`config.mk`:
```
export PLATFORM = sky130hd
export DESIGN_NAME = pipeline_stall_controller
export DESIGN_NICKNAME = d
export VERILOG_FILES = /design/src/rtl/pipeline_stall_controller.sv
export SDC_FILE = /design/constraint.sdc
export NUM_CORES = 1
export LEC_CHECK = 0
export BUFFER_PORTS_ARGS = -buffer_cell sky130_fd_sc_hd__buf_2
export CAP_MARGIN = 0
export CORE_MARGIN = 1
export CORE_UTILIZATION = 38
export DETAILED_ROUTE_END_ITERATION = 16
export PLACE_DENSITY = 0.93
export SKIP_LAST_GASP = 1
export SYNTH_ARGS = -nofsm -noshare
export SYNTH_HDL_FRONTEND = slang
export SYNTH_SLANG_ARGS = --single-unit
export TNS_END_PERCENT = 10
```
`constraint.sdc`:
```
create_clock -name clock -period 3.5 [get_ports clock]
set_input_delay 0.525 -clock clock [delete_from_list [all_inputs] [get_ports clock]]
set_output_delay 0.525 -clock clock [all_outputs]
set_load 0.05 [all_outputs]
```
`src/rtl/pipeline_stall_controller.sv`:
```
// rtl/pipeline_stall_controller.sv - mul/div sequencing and load-use stall control
// Holds the front of the pipeline while multdiv runs, and bubbles DX on a load-use hazard.
module pipeline_stall_controller #(
  parameter int TIMEOUT = 40
) (
  input  logic        clock,
  input  logic        reset,
  input  logic [31:0] inFD,
  input  logic [31:0] inDX,
  input  logic        mdReady,
  input  logic        mdException,
  output logic        stallFD,
  output logic        stallDX,
  output logic        nopDX,
  output logic        nopXM,
  output logic        ctrlMULT,
  output logic        ctrlDIV,
  output logic        mdBusy,
  output logic        mdTimeout,
  output logic        mdErr,
  output logic [5:0]  mdCount
);

  typedef enum logic [1:0] {IDLE = 2'd0, BUSY = 2'd1, DONE = 2'd2} state_t;

  localparam logic [4:0] OP_RTYPE = 5'b00000;
  localparam logic [4:0] OP_LW    = 5'b01000;
  localparam logic [4:0] OP_SW    = 5'b00111;
  localparam logic [4:0] OP_BNE   = 5'b00010;
  localparam logic [4:0] OP_BLT   = 5'b00110;
  localparam logic [4:0] OP_JR    = 5'b00100;
  localparam logic [4:0] OP_J     = 5'b00001;
  localparam logic [4:0] OP_JAL   = 5'b00011;
  localparam logic [4:0] OP_SETX  = 5'b10101;
  localparam logic [4:0] ALU_MUL  = 5'b00110;
  localparam logic [4:0] ALU_DIV  = 5'b00111;
  localparam logic [5:0] COUNT_LIMIT = 6'(TIMEOUT - 1);

  state_t state, nextState;

  logic [4:0] fdOp, fdRd, fdRs, fdRt, dxOp, dxRd;
  logic       dxMul, dxDiv, dxStart;
  logic       fdUsesRs, fdUsesRt, fdUsesRd, loadUse, timeoutHit;
  logic       unusedBits;

  assign fdOp = inFD[31:27];
  assign fdRd = inFD[26:22];
  assign fdRs = inFD[21:17];
  assign fdRt = inFD[16:12];
  assign dxOp = inDX[31:27];
  assign dxRd = inDX[26:22];
  assign unusedBits = ^{inFD[11:0], inDX[21:7], inDX[1:0]};

  assign dxMul   = (dxOp == OP_RTYPE) && (inDX[6:2] == ALU_MUL);
  assign dxDiv   = (dxOp == OP_RTYPE) && (inDX[6:2] == ALU_DIV);
  assign dxStart = dxMul || dxDiv;

  // Store and branch formats carry a source register in the rd slot.
  assign fdUsesRs = !((fdOp == OP_J) || (fdOp == OP_JAL) || (fdOp == OP_SETX));
  assign fdUsesRt = (fdOp == OP_RTYPE);
  assign fdUsesRd = (fdOp == OP_SW) || (fdOp == OP_BNE) || (fdOp == OP_BLT) || (fdOp == OP_JR);

  assign loadUse = (dxOp == OP_LW) && (dxRd != 5'd0) &&
                   ((fdUsesRs && (fdRs == dxRd)) ||
                    (fdUsesRt && (fdRt == dxRd)) ||
                    (fdUsesRd && (fdRd == dxRd)));

  assign timeoutHit = (state == BUSY) && !mdReady && (mdCount == COUNT_LIMIT);

  always_ff @(posedge clock or negedge reset) begin
    if (!reset) state <= IDLE;
    else        state <= nextState;
  end

  always_comb begin
    nextState = state;
    case (state)
      IDLE:    if (dxStart) nextState = BUSY;
      BUSY:    if (mdReady || timeoutHit) nextState = DONE;
      DONE:    nextState = IDLE;
      default: nextState = IDLE;
    endcase
  end

  always_ff @(posedge clock or negedge reset) begin
    if (!reset) begin
      mdCount <= 6'd0;
      mdErr   <= 1'b0;
    end else begin
      case (state)
        IDLE: if (dxStart) mdCount <= 6'd0;
        BUSY: begin
          if (mdCount != 6'd63) mdCount <= mdCount + 6'd1;
          if (mdReady)         mdErr <= mdException;
          else if (timeoutHit) mdErr <= 1'b1;
        end
        DONE:    mdErr <= 1'b0;
        default: ;
      endcase
    end
  end

  // Gated by reset so every output drops the moment reset asserts.
  always_comb begin
    stallFD   = 1'b0;
    stallDX   = 1'b0;
    nopDX     = 1'b0;
    nopXM     = 1'b0;
    ctrlMULT  = 1'b0;
    ctrlDIV   = 1'b0;
    mdBusy    = 1'b0;
    mdTimeout = 1'b0;
    if (reset) begin
      case (state)
        IDLE: begin
          if (dxStart) begin
            ctrlMULT = dxMul;
            ctrlDIV  = dxDiv;
            stallFD  = 1'b1;
            stallDX  = 1'b1;
            nopXM    = 1'b1;
          end else if (loadUse) begin
            stallFD = 1'b1;
            nopDX   = 1'b1;
          end
        end
        BUSY: begin
          stallFD   = 1'b1;
          stallDX   = 1'b1;
          nopXM     = 1'b1;
          mdBusy    = 1'b1;
          mdTimeout = timeoutHit;
        end
        default: ;
      endcase
    end
  end

endmodule

```
==> impl_results.md, run 1 <==
- Outcome: finished, final reports clean
- Headroom to the max-slew limit: 0.689
- Post-synth design cell area: 850 sq um
- Int Pwr: 0.000188 W
- First-iteration detailed-routing DRC count: 20
- Number of synthesized register bits: 9
- CTS tree: yes
- R2R setup slack: 1690 ps
- Router iterations before antenna repair: 4
- Number of nets in the layout: 229
- Largest net degree at the start of global routing: 17
- Final setup viols: 0
- Number of placed instances with taps included: 182
- RSZ-0062 raised after global routing: false
- Dominant delay contributor by cell family on the critical path: simple AND/OR/NAND/NOR gates
- Final antenna diode count: 0
- Largest fanout on the critical path: 4
- Max IR drop VDD: approximately 0.19 mV
- Area of the die: 2430 sq um
- Fraction of the yosys area taken by sequential cells: 0.265
- Post-CTS repair timing setup buffer count: 0
- Quantity of gates resized following cts: 0
- Critical path start-end classification: in -> out
- Slew at the pin closest to its max-slew limit: 466 ps
- Aggregate routed wire length: 2.25 mm
- Number of global-route vias before repair: 924
- Launching element type of the critical path: input port
- Fraction of layout instances using a drive strength above 1: 0.384
- Most frequently used flop master after synthesis: dfrtp_1
- Power density over cell area: 232 nW/um^2
- Number of port buffers: 53
- Synth-to-layout area growth: 37.0%
- Delay contributed by the slowest stage of the critical path: 520 ps
- Number of warning messages in the yosys log: 0
- Fraction of power spent switching nets: 0.306
- Static Leakage: 0.563 nW
- Post-synthesis instance total: 104
- First-pass GRT wire length: between 3 and 4 mm
- Number of buffer and inverter instances along the worst setup path: 2
- Clock root buffer master: clkbuf_4
- Async S/R FF share, synth: 1.00
- Number of clock buffers inserted by TritonCTS: 3
- Number of logic stages on the critical path including buffering: 7
- Kind of end point of the critical path: primary output
- Estimated wirelength of the detail-placed design: 1.85 mm
- RePlAce Congestion: just under 0.9
- Core region area: 2020 sq um
- Starting utilization of the core area: 0.420
- Fmax achieved: 0.375 GHz
- Row count: 16
- Share of the cycle needed by the critical path after routing: 0.763
- Worst Slack Setup Final: around 830 ps
- Part of the total power dissipated in the clock network: 0.310
- Clock sink count: 9
- Longest Clk Path Bufs: 2
- Non-filler instance count after layout: between 150 and 200
- Remaining number of nets flagged by the antenna check after routing: 0
- Switch Pwr: 0.0000827 W
- Critical path arrival: 2150 ps
- Final Hold Violating Endpoints: 0
- Worst path slowest cell: or4_4
- Count of unique library cells instantiated by Yosys: 37
- Nets in the synthesized netlist: ~170
- Skew final: 5.26 ps
- Relative contribution of sequential cells to total power: 0.405
- Setup slack at placement: 840 ps
- CP Cell Sequence: buf_2 -> or4_4 -> nor4_2 -> nand4_1 -> a31oi_1 -> and2_1 -> buf_2
- Number of synthesized flops with an enable pin: 0
- Width of the die: 49.3 microns
- Most repeated library cell on the critical path: buf_2
- Length in cells of the worst reg-to-reg path: 6
- Total negative slack: 0 ps
- Number of maximum-capacitance constraint violations: 0
- Total global routing overflow: 0
- Combined global-route utilization of all metal layers: 0.205
- CTS clk-pin slew, worst paths: approximately 70 ps
- DIE HEIGHT: 49.3 microns
- Mean number of vias per cell: between 5 and 6
- Top-Level Pins: 83
- Max Slew Vio Count: 0
- Clock latency on the worst-skew pair: 270 ps
- Minimum clock period: 2670 ps
- Gate power share: 0.284
- Avg WL per Cell: 12.1 microns
- Initial antenna violation count: 0
- Routed vias: 983
- Hold Buf Count CTS: 0
- Hold WC Path Type: in -> async
- Worst path required time: between 2000 and 3000 ps
- Number of remaining DRC errors: 0
- Avg Inst Size Synth: 8.17 sq um
- H-tree depth: 1
## placed cells by master (no fill, tap or decap), types with 4 or more instances in the layout
master	instances
inv_1	5
nor2_1	12
a21oi_1	8
buf_2	53
nand2_1	6
dfrtp_1	9
xor2_1	5
nor2b_1	4
nor3_1	4
nand3_1	4
xnor2_1	10
## routing by layer
metal  routed length, microns  vias to the layer above  track usage
met5                        0                        -            0
met4                       57                        0       0.0882
met3                      159                        8       0.0405
met2                     1100                       42        0.354
met1                      935                      441        0.243
li1                         -                      492            -
## state kept, by name (all words and copies together) (netlist names)
signal / cells
mdErr: 1
mdCount: 6
state: 2
## worst register-to-register path: stages, from the launching register on
cell and delay, ps:
dfrtp_1 420, ha_1 250, nand3_1 120, nor2_1 330
nor2_1 100, mux2_2 270, a22o_1 220
## Yosys cell counts (all sizes together) (3+ instances only)
master / instances / area, sq um
inv: 5 / 18.8
nor2b: 4 / 25.0
a31oi: 3 / 18.8
nor3: 4 / 20.0
a21oi: 8 / 40.0
nor4: 5 / 52.6
nand3: 4 / 20.0
nor2: 12 / 45.0
nand4: 3 / 25.0
xnor2: 10 / 87.6
a22o: 3 / 26.3
nand2: 6 / 22.5
dfrtp: 9 / 225
xor2: 5 / 43.8
## kinds of logic after synthesis
logic type                 count (synthesis)  share of synthesized area
adders and majority gates                  1                     0.0147
muxes                                      2                     0.0250
AOI/OAI and AO/OA                         20                      0.155
DFF                                        9                      0.265
and+or+nand+nor                           50                      0.351
buffers and inverters                      7                     0.0353
xor gates and xnor gates                  15                      0.155
## final timing paths
check | start | endpoint
setup / recovery | inFD[31] | nopDX
hold / removal | reset | mdCount[5]
setup reg to reg | mdCount[1] | mdCount[0]
hold reg to reg | mdErr | mdErr
max in group asynchronous | reset | mdCount[0]
min in group clock | mdErr | mdErr
## power groups by stage
| stage | Clock, W | Combinational [W] | Sequential, W |
|---|---|---|---|
| 2_1_floorplan | 0 | 0.0000309 | 0.000119 |
| 3_3_place_gp | 0 | 0.0000743 | 0.000111 |
| 3_5_place_dp | 0 | 0.0000773 | 0.000111 |
| 4_1_cts | 0.0000844 | 0.0000776 | 0.000109 |
| 5_1_grt | 0.0000904 | 0.0000846 | 0.000110 |
| 6_report | 0.0000839 | 0.0000768 | 0.000110 |
## final cells by class
cell class	count	area, sq um
clock buffers	4	26.3
inverters	5	18.8
repair buffers	53	265
flip-flops and latches	9	225
multi-input cells	88	594
well taps	27	33.8
fillers	210	858
## metrics by stage
step                utilization  hold WS [ps]  power, W  area [sq um]
floorplan                     -           229  0.000150           850
finish                    0.575           104  0.000270          1160
CTS                       0.575           119  0.000271          1160
detailed placement        0.563           402  0.000188          1140
global route              0.575           123  0.000285          1160
global placement          0.563           393  0.000186          1140
Power figures use the tool's default switching activity.
==> inputs of run 2 (changes only) <==
CORE_UTILIZATION = 32   (was 38)
PLACE_DENSITY = 0.84   (was 0.93)
clock period = 2.3 ns   (was 3.5 ns; I/O delays follow)
==> run 2 against run 1 <==
  * Clock skew grew 3.4 ps
  * Routed wire length shrank 2.8%
  * Register-to-register slack worse by 1200 ps
  * Design area increased by 3.4%
  * Total power grew 53%
  * Via count up 0.41%
  * Non-clock buffer count grew 2
  * Clock power rose by 50%
  * Worst setup slack got worse by 740 ps
  * Cell count increased by 2.7%
  * Sequential power increased by 52%
  * Clock-buffer cell count shrank 1
  * Largest cell class unchanged
  * Largest power group unchanged
==> impl_results.md, run 2 (synthesis results as in run 1) <==
- Outcome: finished, final reports clean
- Top-Level Pins: 83
- Slew at the pin closest to its max-slew limit: 466 ps
- Final setup viols: 0
- Fmax achieved: ~0.45 GHz
- Max Slew Vio Count: 0
- Headroom to the max-slew limit: 0.689
- Hold WC Path Type: in -> async
- Capture point of the worst reg-to-reg path: mdCount[0]
- CP Cell Sequence: buf_2 -> or4_4 -> nor4_4 -> nand4_1 -> a31oi_2 -> and2_1 -> buf_4
- DIE HEIGHT: 53.5 microns
- Total area of sequential cells: about 230 sq um
- Skew final: 8.62 ps
- Largest fanout on the critical path: 4
- Longest Clk Path Bufs: 2
- Routed vias: 987
- Switch Pwr: 0.000129 W
- Number of clock buffers inserted by TritonCTS: 3
- Final Hold Violating Endpoints: 0
- Gate power share: 0.291
- Number of buffer and inverter instances along the worst setup path: 2
- Max IR drop VDD: approximately 0.16 mV
- Clock latency on the worst-skew pair: 260 ps
- Minimum clock period: 2210 ps
- Fraction of power spent switching nets: 0.312
- Row count: 18
- Power density over cell area: roughly 340 nW/um^2
- Largest net degree at the start of global routing: 17
- Post-CTS repair timing setup buffer count: 0
- CTS tree: yes
- Number of nets in the layout: 231
- Number of port buffers: 53
- Total global routing overflow: 0
- Total negative slack: 0 ps
- Estimated wirelength of the detail-placed design: around 1.9 mm
- Register containing the most flip-flops in the final layout: mdCount
- Int Pwr: 0.000284 W
- Number of placed instances with taps included: 187
- Combined global-route utilization of all metal layers: 0.177
- Worst path slowest cell: or4_4
- Final antenna diode count: 0
- Remaining number of nets flagged by the antenna check after routing: 0
- Dominant delay contributor by cell family on the critical path: simple AND/OR/NAND/NOR gates
- Width of the die: between 50 and 60 microns
- Max FFs per register: 6
- Mean number of vias per cell: a little over 5
- Number of logic stages on the critical path including buffering: 7
- Critical path start-end classification: in -> out
- Initial antenna violation count: 0
- CTS clk-pin slew, worst paths: 70 ps
- Clock root buffer master: clkbuf_4
- Share of the cycle needed by the critical path after routing: 0.961
- Avg WL per Cell: 11.5 microns
- Starting utilization of the core area: 0.340
- Most common cell after layout, fill and taps aside: buf_2
- H-tree depth: 1
- Non-filler instance count after layout: ~190
- Delay contributed by the slowest stage of the critical path: 540 ps
- Area of the die: between 2000 and 3000 sq um
- Kind of end point of the critical path: primary output
- Fraction of layout instances using a drive strength above 1: 0.404
- Part of the total power dissipated in the clock network: 0.305
- Leading cell types in the layout, fill and taps excluded: buf_2 (51), nor2_1 (12), xnor2_1 (10)
- R2R setup slack: 500 ps
- Number of maximum-capacitance constraint violations: 0
- Final core occ: 0.481
- Number of global-route vias before repair: 865
- Critical path arrival: 1860 ps
- Static Leakage: 0.578 nW
- Aggregate routed wire length: 2.19 mm
- Core region area: 2500 sq um
- Relative contribution of sequential cells to total power: 0.404
- Number of remaining DRC errors: 0
- Launching element type of the critical path: input port
- Startpoint of the lowest-slack register-to-register path: mdCount[0]
- Router iterations before antenna repair: 4
- First-iteration detailed-routing DRC count: 12
- Clock sink count: 9
- Leading registers by flop count: mdCount (6), state (2), mdErr (1)
- Filler cells: 270
- Length in cells of the worst reg-to-reg path: 6
- First-pass GRT wire length: 3.67 mm
- RePlAce Congestion: 0.831
- RSZ-0062 raised after global routing: true
- Synth-to-layout area growth: 41.7%
- Multi-input gate area: slightly above 600 sq um
- Final worst hold slack: between 4 and 5 ps
- Worst path required time: 1960 ps
## run 2: final cells by class
class / count / area share
Inverter: 5 / 0.0156
Multi-Input combinational cell: 88 / 0.506
Tap cell: 30 / 0.0312
Clock buffer: 3 / 0.0187
Clock inverter: 1 / 0.00416
Timing Repair Buffer: 55 / 0.237
Sequential cell: 9 / 0.187
## run 2: power groups by stage
stage               combinational (W)  sequential [W]  clock, W
finish                       0.000120        0.000167  0.000126
global route                 0.000133        0.000167  0.000140
floorplan                   0.0000471        0.000181         0
detailed placement           0.000118        0.000170         0
CTS                          0.000119        0.000167  0.000128
global placement             0.000116        0.000170         0
## run 2: routing by layer
metal | GRT usage | wire length, microns | vias to the layer above
li1 | - | - | 494
met1 | 0.238 | 965 | 448
met2 | 0.296 | 1060 | 45
met3 | 0.0259 | 162 | 0
met4 | 0.0395 | 0 | 0
met5 | 0 | 0 | -
## run 2: worst register-to-register path, stage by stage, from the launching register on
cell and delay (ps):
dfrtp_1 430, ha_1 240, nand3_1 110, nor2_1 320, nor2_1 100, mux2_2 270
a22o_1 230
## run 2: metrics by stage
step | total power, W | area, sq um | worst slack, ps
2_1_floorplan | 0.000228 | 850 | -361
3_3_place_gp | 0.000285 | 1160 | 32.8
3_5_place_dp | 0.000288 | 1160 | 13.8
4_1_cts | 0.000414 | 1180 | 10.5
5_1_grt | 0.000441 | 1200 | -21.3
6_report | 0.000412 | 1200 | 90.8
## run 2: worst max path at each step
stage,end,slack (ps),from
after floorplan,ctrlDIV,-360,inDX[31]
after global placement,nopDX,30,inFD[31]
after detailed placement,nopDX,10,inFD[31]
after CTS,nopDX,10,inFD[31]
after global routing,nopDX,-20,inFD[31]
final,nopDX,90,inFD[31]
## run 2: repair_timing
action	CTS	global route
endpoints found under the setup margin	0	2
gates resized for setup	0	6
hold buffers	0	0
